`config.mk`:
```
export PLATFORM = sky130hd
export DESIGN_NAME = subtractor_serial_nbit
export DESIGN_NICKNAME = d
export VERILOG_FILES = /design/src/rtl/subtractor_serial_nbit.sv
export SDC_FILE = /design/constraint.sdc
export NUM_CORES = 1
export LEC_CHECK = 0
export CAP_MARGIN = 5
export CORE_UTILIZATION = 45
export CTS_CLUSTER_DIAMETER = 80
export DETAILED_ROUTE_END_ITERATION = 8
export PLACE_DENSITY = 0.8
export RECOVER_POWER = 50
export SYNTH_ARGS = -nofsm -noshare
export SYNTH_HDL_FRONTEND = slang
export SYNTH_SLANG_ARGS = --single-unit
```
`constraint.sdc`:
```
create_clock -name clk -period 2.8 [get_ports clk]
set_input_delay 0.42 -clock clk [delete_from_list [all_inputs] [get_ports clk]]
set_output_delay 0.42 -clock clk [all_outputs]
set_load 0.01 [all_outputs]
```
`src/rtl/subtractor_serial_nbit.sv`:
```
// Bit-serial N-bit subtractor: difference = a - b - borrow_in, one bit per cycle.
// Handshake: start accepted in IDLE/DONE, busy during SHIFT, one-cycle done pulse.
// Optional macro SUB_SERIAL_SIGNED_OVF_EN adds two's-complement overflow capture;
// without it signed_overflow is tied low.
module subtractor_serial_nbit #(
    parameter int unsigned BIT_WIDTH = 4
) (
    input  logic                 clk,
    input  logic                 n_rst,
    input  logic                 start,
    input  logic [BIT_WIDTH-1:0] a,
    input  logic [BIT_WIDTH-1:0] b,
    input  logic                 borrow_in,
    output logic                 busy,
    output logic                 done,
    output logic [BIT_WIDTH-1:0] difference,
    output logic                 underflow,
    output logic                 signed_overflow
);

    localparam int unsigned CNT_W = (BIT_WIDTH > 1) ? $clog2(BIT_WIDTH) : 1;
    localparam logic [CNT_W-1:0] CNT_LAST = CNT_W'(BIT_WIDTH - 1);

    typedef enum logic [1:0] {
        IDLE,
        SHIFT,
        DONE
    } state_t;

    state_t                 state_q, state_d;
    logic [BIT_WIDTH-1:0]   a_sr_q, a_sr_d;
    logic [BIT_WIDTH-1:0]   b_sr_q, b_sr_d;
    logic [BIT_WIDTH-2:0]   diff_sr_q, diff_sr_d;
    logic                   brw_q, brw_d;
    logic [CNT_W-1:0]       cnt_q, cnt_d;
    logic                   busy_q, busy_d;
    logic                   done_q, done_d;
    logic [BIT_WIDTH-1:0]   difference_q, difference_d;
    logic                   underflow_q, underflow_d;

    logic                   bit_d;
    logic                   brw_next;
    logic [BIT_WIDTH-1:0]   diff_shift;

`ifdef SUB_SERIAL_SIGNED_OVF_EN
    logic                   a_sign_q, a_sign_d;
    logic                   b_sign_q, b_sign_d;
    logic                   sovf_q, sovf_d;
`endif

    // Full-subtractor cell and next-state / output computation
    always_comb begin
        bit_d      = a_sr_q[0] ^ b_sr_q[0] ^ brw_q;
        brw_next   = (~a_sr_q[0] & b_sr_q[0]) | (~(a_sr_q[0] ^ b_sr_q[0]) & brw_q);
        // diff_sr keeps only the W-1 bits already produced; the current bit
        // completes the word, so the last cycle can load difference directly.
        diff_shift = {bit_d, diff_sr_q};

        state_d      = state_q;
        a_sr_d       = a_sr_q;
        b_sr_d       = b_sr_q;
        diff_sr_d    = diff_sr_q;
        brw_d        = brw_q;
        cnt_d        = cnt_q;
        difference_d = difference_q;
        underflow_d  = underflow_q;
`ifdef SUB_SERIAL_SIGNED_OVF_EN
        a_sign_d     = a_sign_q;
        b_sign_d     = b_sign_q;
        sovf_d       = sovf_q;
`endif

        unique case (state_q)
            IDLE, DONE: begin
                if (start) begin
                    state_d  = SHIFT;
                    a_sr_d   = a;
                    b_sr_d   = b;
                    brw_d    = borrow_in;
                    cnt_d    = '0;
`ifdef SUB_SERIAL_SIGNED_OVF_EN
                    a_sign_d = a[BIT_WIDTH-1];
                    b_sign_d = b[BIT_WIDTH-1];
`endif
                end else begin
                    state_d = IDLE;
                end
            end
            SHIFT: begin
                a_sr_d    = {1'b0, a_sr_q[BIT_WIDTH-1:1]};
                b_sr_d    = {1'b0, b_sr_q[BIT_WIDTH-1:1]};
                diff_sr_d = diff_shift[BIT_WIDTH-1:1];
                brw_d     = brw_next;
                if (cnt_q == CNT_LAST) begin
                    state_d      = DONE;
                    cnt_d        = '0;
                    difference_d = diff_shift;
                    underflow_d  = brw_next;
`ifdef SUB_SERIAL_SIGNED_OVF_EN
                    sovf_d       = (a_sign_q != b_sign_q) &&
                                   (diff_shift[BIT_WIDTH-1] != a_sign_q);
`endif
                end else begin
                    cnt_d = cnt_q + CNT_W'(1);
                end
            end
            default: state_d = IDLE;
        endcase

        busy_d = (state_d == SHIFT);
        done_d = (state_d == DONE);
    end

    // State and datapath registers with synchronous active-low reset
    always_ff @(posedge clk) begin
        if (!n_rst) begin
            state_q      <= IDLE;
            a_sr_q       <= '0;
            b_sr_q       <= '0;
            diff_sr_q    <= '0;
            brw_q        <= 1'b0;
            cnt_q        <= '0;
            busy_q       <= 1'b0;
            done_q       <= 1'b0;
            difference_q <= '0;
            underflow_q  <= 1'b0;
`ifdef SUB_SERIAL_SIGNED_OVF_EN
            a_sign_q     <= 1'b0;
            b_sign_q     <= 1'b0;
            sovf_q       <= 1'b0;
`endif
        end else begin
            state_q      <= state_d;
            a_sr_q       <= a_sr_d;
            b_sr_q       <= b_sr_d;
            diff_sr_q    <= diff_sr_d;
            brw_q        <= brw_d;
            cnt_q        <= cnt_d;
            busy_q       <= busy_d;
            done_q       <= done_d;
            difference_q <= difference_d;
            underflow_q  <= underflow_d;
`ifdef SUB_SERIAL_SIGNED_OVF_EN
            a_sign_q     <= a_sign_d;
            b_sign_q     <= b_sign_d;
            sovf_q       <= sovf_d;
`endif
        end
    end

    assign busy       = busy_q;
    assign done       = done_q;
    assign difference = difference_q;
    assign underflow  = underflow_q;
`ifdef SUB_SERIAL_SIGNED_OVF_EN
    assign signed_overflow = sovf_q;
`else
    assign signed_overflow = 1'b0;
`endif

endmodule

```
==> impl_results.md <==
- Via/cell ratio: 5.01
- Count of cell types in the netlist: 23
- Syn Area/Cell: 8.44 µm²
- First-pass GRT wire length: 2.53 mm
- Pwr/cell area: 528 nW/µm²
- Max Slew Vio Count: 0
- Final setup violation count: 0
- CP delay by family, top: buffers and inverters
- Fraction of layout cells with a size suffix above 1: 0.0325
- Core box area: 1820 µm²
- Area Overhead vs Synth: 20.3%
- Largest net degree at the start of global routing: 23
- Crit Path Category: register to output pin
- Die Y: 47.2 µm
- Antenna violations before repair: 0
- Initial Util: 0.505
- Hold Vio Cnt, Final: 0
- Top Metal Used: met4
- TNS Setup: 0 ns
- Gr ovfl total: 0
- Die ar.: 2230 µm²
- Final wirelength: 1.54 mm
- Met3 wire length: 76 µm
- Leakage: 0.000387 µW
- Rows: 15
- Period utilization: 0.578
- CTS Root Cell: clkbuf_4
- Syn Std Cell Area: 920 µm²
- Slew HR: 0.534
- Worst hold path class: register to register
- Ports: 20
- Final routed DRC violation total: 0
- Crit Path Max Fanout: 2
- Final RePlAce weighted congestion: 0.732
- Clk Latency, worst-skew pair: 0.31 ns
- CP max stage cell: clkdlybuf4s50_1
- Total CTS buffers: 3
- WP buf/inv: 1
- Worst vdd ir: 0.347 mV
- Clock Tree Buf Depth: 2
- Placed Cells: 144
- Status: finished, final reports clean
- DRT Pass-1 Iters: 4
- Worst-path clk slew: 0.12 ns
- CTS tree: done
- Detail Placement HPWL: 1.10 mm
- Max cap viols: 0
- Cells after Synth: 109
- Fmax: 618 MHz
- Critical Path RT: 2.38 ns
- Worst-Margin Slew: 0.700 ns
- M1 WL: 774 µm
- Drt wl/cell: 10.4 µm
- Critical path capture point type: output pin
- Clock sinks: 23
- Synthesis-stage register bit count: 23
- Max stage delay on crit path: 0.53 ns
- 1st-iter DRT viols: 19
- Non-Filler Instances: 148
- # diodes: 0
- Met2 wire length: 662 µm
- Post-CTS Resized: 0
- Setup crit start kind: register
- Post-CTS Setup Bufs: 0
- # hold bufs at CTS: 0
- RSZ-0062 raised after global routing: no
- Yosys warnings: 0
- DRT antenna net count: 0
- Final nets: 138
- Most common cell after layout, fill and taps aside: nand2_1
- CP arrival: 1.20 ns
- Die width: 47.2 µm
- Sequential share of the synthesized area: 0.501
- Vias in the first global route: 595
- Htree depth: 1
- Worst Skew: 0.00621 ns
- Total GRT Usage: 0.163
- Via count: 742
- Mapped Nets: 123
- Most frequent cells in the layout: 25 x nand2_1, 23 x dfxtp_1, 16 x clkdlybuf4s50_1
- Fin crit period: 1.62 ns
- PortBufs: 18
- Crit-path cells: clkdlybuf4s50_1
where the power goes:
part / switching [µW] / leakage [µW] / internal [µW]
Combinational: 41.8 / 0.000184 / 36.3
Sequential: 10.1 / 0.000188 / 345
Clock: 95.2 / 0.0000150 / 55.6
Total: 147 / 0.000387 / 436
layer usage:
metal / track usage / up-vias
met4: 0.0857 / 0
met1: 0.232 / 324
met2: 0.239 / 20
met5: 0 / -
li1: - / 394
met3: 0.0231 / 4
sequential cells by signal, indices dropped and copies added (netlist names):
name / flops
a_sr_q: 4
b_sr_q: 4
brw_q: 1
busy: 1
cnt_q: 2
diff_sr_q: 3
difference: 4
done: 1
state_q: 2
underflow: 1
final timing paths:
| check | start | cells after the start | slack, ns | end |
|---|---|---|---|---|
| max | underflow | 1 | 1.18 | underflow |
| min | difference[2] | 2 | 0.47 | difference[2] |
| max reg2reg | state_q[1] | 3 | 1.42 | a_sr_q[2] |
| min reg2reg | difference[2] | 2 | 0.47 | difference[2] |
cell type report:
cell class,instances,area [µm²]
inverters,3,11.3
fillers,160,714
well taps,25,31.3
flip-flops and latches,23,460
clock buffers,4,26.3
multi-input cells,75,397
repair buffers,18,180
per-stage QoR:
step / power, µW / hold WS (ns) / cell area [µm²] / setup WS (ns) / util
final: 584 / 0.467 / 1110 / 1.18 / 0.608
after global routing: 615 / 0.487 / 1110 / 1.13 / 0.608
after CTS: 588 / 0.470 / 1110 / 1.18 / 0.608
after detailed placement: 441 / 0.452 / 1080 / 0.974 / 0.593
after global placement: 440 / 0.446 / 1080 / 0.972 / 0.593
after floorplan: 418 / 0.437 / 920 / 1.71 / -
cell usage after synthesis:
library cell,instances,share of area
a311oi_2,1,0.016
nor2b_1,1,0.0068
nor2_1,5,0.020
a31oi_1,7,0.048
nand2b_1,2,0.014
nand3b_1,1,0.0082
ha_1,1,0.014
dfxtp_1,23,0.50
nand2_1,25,0.10
buf_6,1,0.012
o21ai_0,6,0.033
buf_4,2,0.016
a21oi_1,12,0.065
nor4b_1,1,0.0095
clkinv_1,1,0.0041
buf_2,5,0.027
o21a_1,1,0.0082
conb_1,1,0.0041
nand3_1,8,0.044
inv_1,2,0.0082
fa_1,1,0.022
a2bb2oi_1,1,0.0095
and2b_1,1,0.0082
logic make-up (layout without fill, tap and decap cells):
logic type	Yosys count	count (layout)	synth area share
other	1	1	0.00408
and+or+nand+nor	44	44	0.212
adders and majority gates	2	2	0.0354
buffers and inverters	11	25	0.0680
AOI/OAI and AO/OA	28	28	0.180
DFF	23	23	0.501
worst reg2reg max path: stages, from the launching register on:
cell and delay, ns:
dfxtp_1 0.37, nand2b_1 0.57, o21ai_0 0.20, a31oi_1 0.18
Power figures use the tool's default switching activity.
